### src/rtl/mem_port_arbiter.sv
// -----------------------------------------------------------------------------
// mem_port_arbiter
//   Merges the pipeline's ifetch port (read-only) and data port (read/write with
//   byte select) onto one physical line-memory interface. It grants one
//   requester at a time and latches that requester's command. The grant is held
//   until pmem_resp. The data port has priority. A saturating starvation counter
//   forces an ifetch grant after STARVE_MAX consecutive data grants that were
//   made while ifetch was waiting.
//
// Ports
//   clk, rst_n                  clock, synchronous active-low reset
//   if_read/if_address          ifetch line read request (held until if_resp)
//   if_rdata/if_resp            ifetch read line and 1-cycle done pulse
//   d_read/d_write/d_address    data line request (held until d_resp)
//   d_wdata/d_sel               data write line and byte enables
//   d_rdata/d_resp              data read line and 1-cycle done pulse
//   pmem_read/pmem_write        physical strobes (registered)
//   pmem_address/wdata/sel      physical command (registered)
//   pmem_rdata/pmem_resp        physical read line and done pulse
// -----------------------------------------------------------------------------
module mem_port_arbiter #(
    parameter int ADDR_W     = 12,
    parameter int LINE_W     = 128,
    parameter int SEL_W      = 16,
    parameter int STARVE_MAX = 4
) (
    input  logic              clk,
    input  logic              rst_n,
    input  logic              if_read,
    input  logic [ADDR_W-1:0] if_address,
    output logic [LINE_W-1:0] if_rdata,
    output logic              if_resp,
    input  logic              d_read,
    input  logic              d_write,
    input  logic [ADDR_W-1:0] d_address,
    input  logic [LINE_W-1:0] d_wdata,
    input  logic [SEL_W-1:0]  d_sel,
    output logic [LINE_W-1:0] d_rdata,
    output logic              d_resp,
    output logic              pmem_read,
    output logic              pmem_write,
    output logic [ADDR_W-1:0] pmem_address,
    output logic [LINE_W-1:0] pmem_wdata,
    output logic [SEL_W-1:0]  pmem_sel,
    input  logic [LINE_W-1:0] pmem_rdata,
    input  logic              pmem_resp
);

    localparam int CNT_W = $clog2(STARVE_MAX + 1);
    localparam logic [CNT_W-1:0] STARVE_LIM = CNT_W'(STARVE_MAX);

    typedef enum logic [1:0] {
        ST_IDLE     = 2'd0,
        ST_GRANT_IF = 2'd1,
        ST_GRANT_D  = 2'd2
    } state_t;

    state_t              state_r;
    state_t              state_nxt_s;
    logic                grant_if_s;
    logic                grant_d_s;
    logic                d_pend_s;
    logic [CNT_W-1:0]    starve_cnt_r;
    logic [ADDR_W-1:0]   addr_r;
    logic [LINE_W-1:0]   wdata_r;
    logic [SEL_W-1:0]    sel_r;
    logic                rd_r;
    logic                wr_r;

    assign d_pend_s = d_read | d_write;

    // State register: FSM state update with synchronous reset to IDLE.
    always_ff @(posedge clk) begin
        if (!rst_n) begin
            state_r <= ST_IDLE;
        end else begin
            state_r <= state_nxt_s;
        end
    end

    // Next-state logic and grant decision; requests are only sampled in IDLE.
    always_comb begin
        state_nxt_s = state_r;
        grant_if_s  = 1'b0;
        grant_d_s   = 1'b0;
        case (state_r)
            ST_IDLE: begin
                if (d_pend_s && if_read) begin
                    // Both waiting: ifetch wins only once data has had its run.
                    if (starve_cnt_r == STARVE_LIM) begin
                        grant_if_s = 1'b1;
                    end else begin
                        grant_d_s = 1'b1;
                    end
                end else if (d_pend_s) begin
                    grant_d_s = 1'b1;
                end else if (if_read) begin
                    grant_if_s = 1'b1;
                end else begin
                    grant_if_s = 1'b0;
                end

                if (grant_if_s) begin
                    state_nxt_s = ST_GRANT_IF;
                end else if (grant_d_s) begin
                    state_nxt_s = ST_GRANT_D;
                end else begin
                    state_nxt_s = ST_IDLE;
                end
            end
            ST_GRANT_IF, ST_GRANT_D: begin
                if (pmem_resp) begin
                    state_nxt_s = ST_IDLE;
                end else begin
                    state_nxt_s = state_r;
                end
            end
            default: begin
                state_nxt_s = ST_IDLE;
            end
        endcase
    end

    // Output logic: responses route the physical done pulse to the granted port.
    always_comb begin
        if_resp = 1'b0;
        d_resp  = 1'b0;
        case (state_r)
            ST_GRANT_IF: if_resp = pmem_resp;
            ST_GRANT_D:  d_resp  = pmem_resp;
            default: begin
                if_resp = 1'b0;
                d_resp  = 1'b0;
            end
        endcase
    end

    // Command latch: captures the winning request so pmem_* ignore later input changes.
    always_ff @(posedge clk) begin
        if (!rst_n) begin
            addr_r  <= {ADDR_W{1'b0}};
            wdata_r <= {LINE_W{1'b0}};
            sel_r   <= {SEL_W{1'b0}};
            rd_r    <= 1'b0;
            wr_r    <= 1'b0;
        end else if (grant_if_s) begin
            addr_r  <= if_address;
            wdata_r <= {LINE_W{1'b0}};
            sel_r   <= {SEL_W{1'b1}};
            rd_r    <= 1'b1;
            wr_r    <= 1'b0;
        end else if (grant_d_s) begin
            addr_r  <= d_address;
            wdata_r <= d_wdata;
            sel_r   <= d_sel;
            // Simultaneous read and write is illegal; the write takes precedence.
            rd_r    <= d_read & ~d_write;
            wr_r    <= d_write;
        end else if ((state_r != ST_IDLE) && pmem_resp) begin
            rd_r    <= 1'b0;
            wr_r    <= 1'b0;
        end else begin
            rd_r    <= rd_r;
            wr_r    <= wr_r;
        end
    end

    // Starvation counter: counts data grants taken while ifetch is waiting.
    always_ff @(posedge clk) begin
        if (!rst_n) begin
            starve_cnt_r <= {CNT_W{1'b0}};
        end else if (grant_d_s && if_read) begin
            if (starve_cnt_r != STARVE_LIM) begin
                starve_cnt_r <= starve_cnt_r + {{(CNT_W-1){1'b0}}, 1'b1};
            end else begin
                starve_cnt_r <= starve_cnt_r;
            end
        end else if (grant_if_s || grant_d_s) begin
            starve_cnt_r <= {CNT_W{1'b0}};
        end else begin
            starve_cnt_r <= starve_cnt_r;
        end
    end

    assign pmem_read    = rd_r;
    assign pmem_write   = wr_r;
    assign pmem_address = addr_r;
    assign pmem_wdata   = wdata_r;
    assign pmem_sel     = sel_r;
    assign if_rdata     = pmem_rdata;
    assign d_rdata      = pmem_rdata;

endmodule

### config.mk
export PLATFORM = sky130hd
export DESIGN_NAME = mem_port_arbiter
export DESIGN_NICKNAME = d
export VERILOG_FILES = /design/src/rtl/mem_port_arbiter.sv
export SDC_FILE = /design/constraint.sdc
export NUM_CORES = 1
export LEC_CHECK = 0
export ABC_AREA = 0
export CAP_MARGIN = 20
export CORE_AREA = 2 2 277 279
export CTS_CLUSTER_DIAMETER = 80
export DETAILED_ROUTE_END_ITERATION = 8
export DIE_AREA = 0 0 279 281
export PLACE_DENSITY = 0.45
export SYNTH_ARGS = -nofsm -noshare
export SYNTH_HDL_FRONTEND = slang
export SYNTH_SLANG_ARGS = --single-unit
### constraint.sdc
create_clock -name clk -period 1.9 [get_ports clk]
set_input_delay 0.38 -clock clk [delete_from_list [all_inputs] [get_ports clk]]
set_output_delay 0.38 -clock clk [all_outputs]
set_load 0.01 [all_outputs]
==> results of run 1 <==
final cells by class:
type | instances | area (um2) | share of cell area, %
well taps | 978 | 1220 | 10.0
clock inverters | 12 | 100 | 0.822
diodes | 1 | 2.50 | 0.0206
repair buffers | 410 | 4270 | 35.0
clock buffers | 20 | 447 | 3.67
inverters | 5 | 18.8 | 0.154
flip-flops and latches | 163 | 3270 | 26.8
multi-input cells | 521 | 2850 | 23.4
per-stage QoR:
step,total power (W),TNS (ns)
5_1_grt,0.0102,0
3_5_place_dp,0.00632,-15.91
6_report,0.00965,0
4_1_cts,0.00991,0
2_1_floorplan,0.00538,0
3_3_place_gp,0.00631,-11.98
registers in the layout, summed over array words and instances (netlist names):
signal and flops:
pmem_read 1, pmem_address 12, starve_cnt_r 3, pmem_wdata 128, pmem_sel 16, pmem_write 1, state_r 2
repair_timing:
item / CTS / global route
buffers inserted: 1 / 0
endpoints found under the setup margin: 4 / 46
cloned: 0 / 0
resized for setup: 4 / 4
layer usage:
layer	vias to the layer above	part of all wire (%)	track usage, %
met5	-	0.12	0.188
met4	6	5.5	6.02
met3	119	10	4.09
met2	402	45	12.8
met1	3509	39	8.88
li1	3510	-	-
power by group through the flow:
stage / combinational (W) / clock, W / sequential (W)
4_1_cts: 0.00239 / 0.00366 / 0.00387
2_1_floorplan: 0.00131 / 0 / 0.00406
3_3_place_gp: 0.00237 / 0 / 0.00394
6_report: 0.00235 / 0.00344 / 0.00387
3_5_place_dp: 0.00238 / 0 / 0.00395
5_1_grt: 0.00253 / 0.00375 / 0.00391
path summary, 6_finish.rpt:
check	start	to	slack, ns	cells after the start
setup reg to reg	starve_cnt_r[0]	pmem_wdata[3]	0.17	7
hold reg to reg	pmem_wdata[36]	pmem_wdata[36]	0.47	2
setup / recovery	pmem_wdata[125]	pmem_wdata[125]	0.09	1
hold / removal	d_wdata[92]	pmem_wdata[92]	0.45	3
logic make-up (layout without fill, tap and decap cells):
logic type / Yosys count / in the layout / synth area share (%)
buf+inv: 353 / 447 / 28.5
flops: 163 / 163 / 38.4
simple gates: 189 / 189 / 11.3
fa+ha+maj: 5 / 5 / 0.737
other cells: 0 / 1 / 0
compound gates: 327 / 327 / 21.0
worst min-delay path, stage by stage:
cell             delay [ns]
clkdlybuf4s50_1        0.40
nand3_1                0.06
a21oi_1                0.05
cells in the mapped netlist, drive strengths merged:
library cell	instances	area share, %
and2	4	0.29
nor2b	1	0.074
a2bb2oi	1	0.31
ha	5	0.74
nor3b	1	0.088
o21ai	158	9.5
dfxtp	163	38
o21a	2	0.18
nand3	159	9.4
nor3	13	0.77
buf	321	27
or3	1	0.074
a21oi	132	7.8
a31oi	17	1.3
a32oi	1	0.10
inv	5	0.22
o221ai	1	0.10
nand2	4	0.18
clkbuf	27	1.2
nand3b	1	0.088
and3b	1	0.10
nand2b	2	0.15
o31ai	1	0.088
and3	1	0.074
a311oi	12	1.5
nor2	1	0.044
o211ai	2	0.18
==> results.yml, run 1 <==
synth:
  mappedNetlistNets: 1344
  synth.distinct_cells: 35
  syn_area_um2: 8490
  syn_inst: 1037
  avgSynthCellArea_um2: 8.19
  synth-seq-cells: 163
  yosys_warnings: 0
  seq_area_frac_synth_pct: 38.4
sta:
  final.setup.worst_slack_ns: 0.0919
  tightest_slew_ns: 0.382
  fin_skew_ns: 0.0103
  rsz0062_at_grt: "no"
  final_hold_viol_count: 0
  period_needed_ns: 1.81
  slew_viol_final: 0
  fmax_ghz: 0.553
  finalCritPeriodShare_pct: 95.2
  relSlewSlack_pct: 74.3
  holdWs_ns: 0.454
  setup_viol: 0
worst_setup_path:
  cp_data_required_time_ns: 1.52
  cpLargestDelayFamily: "buffers and inverters"
  path_cells: "clkdlybuf4s50_1"
  worstPathMaxFanout: 2
  crit_type: "reg -> out"
  worstSetupEndpointType: "primary output"
  cpPeakStageDelay_ns: 0.62
  cp_num_buf_inv: 1
  cp_slowest_cell: "clkdlybuf4s50_1"
  worstPathArrival_ns: 1.43
  start_kind: "flop"
route:
  post-route-drc-count: 0
  routed_wl_um: 33800
  antenna_left: 0
  drt_iter0_markers: 304
  drt_pass1_iterations: 5
  via_count: 7546
  wire_per_inst_um: 16.0
  routed_via_density: 3.58
pwr:
  p_int_w: 0.00674
  sw_frac_of_total_pct: 30.2
  seqPwrFrac_pct: 40.1
  power.switching_w: 0.00291
  leakagePower_nw: 4.15
  powerDensity_nw_per_um2: 792
  p_clk_share_pct: 35.6
  p_comb_share_pct: 24.3
  vdd_ir_drop_max_mv: 0.574
grt:
  grt_pass1_wl_um: 48300
  grt_pass1_vias: 7671
  grt_max_degree: 41
  grt_usage_pct: 8.33
  antenna_found_initial: 4
  grt-ovfl-total: 0
finish:
  nNetsFinal: 1425
  final_common_cell: "clkdlybuf4s50_1"
  drive_gt1_share_pct: 11.1
  utilization_pct: 16.1
  final_area_um2: 12200
  final_cell_mix: "327 x clkdlybuf4s50_1, 161 x dfxtp_1, 158 x nand3_1"
  syn_to_final_growth_pct: 43.4
  nFillCells: 8424
  fin_cells: 2110
clock_tree:
  htree_num_levels: 4
  root_buffer: "clkbuf_16"
  clkLatencyLatePin_ns: 0.48
  cts_sinks: 163
  clkTransAtPathRegs_ns: 0.08
  numCtsBuffers: 17
  cts_buffer_depth: 2
  cts_tree: "built"
  ctsHoldBuffers: 0
placed_design:
  dpl_cell_area_um2: 11600
  dp_slack_ns: -0.152
  numPortBuffers: 333
  dp_hpwl_um: 25400
  place_inst: 2076
  globalplace.congestion: 0.746
floorplanning:
  ios: 718
  core_um2: 75400
  dieHeight_um: 281
  std_cell_rows: 101
  die_area_um2: 78400
  die_w_um: 279
  start_util_pct: 11.3
run:
  max_cap_violations: 0
worst_hold_path:
  hp-class: "in -> reg"
outcome:
  status: "finished, final reports clean"
No activity file was read; power rests on OpenSTA's default activity.
==> run 2, diff against run 1 <==
--- a/config.mk
+++ b/config.mk
@@ -12,6 +12,7 @@
 export DETAILED_ROUTE_END_ITERATION = 8
 export DIE_AREA = 0 0 279 281
 export PLACE_DENSITY = 0.45
+export SKIP_LAST_GASP = 1
 export SYNTH_ARGS = -nofsm -noshare
 export SYNTH_HDL_FRONTEND = slang
 export SYNTH_SLANG_ARGS = --single-unit
==> results of run 2 <==
Final layout, timing and power as in run 1 (identical DEF).
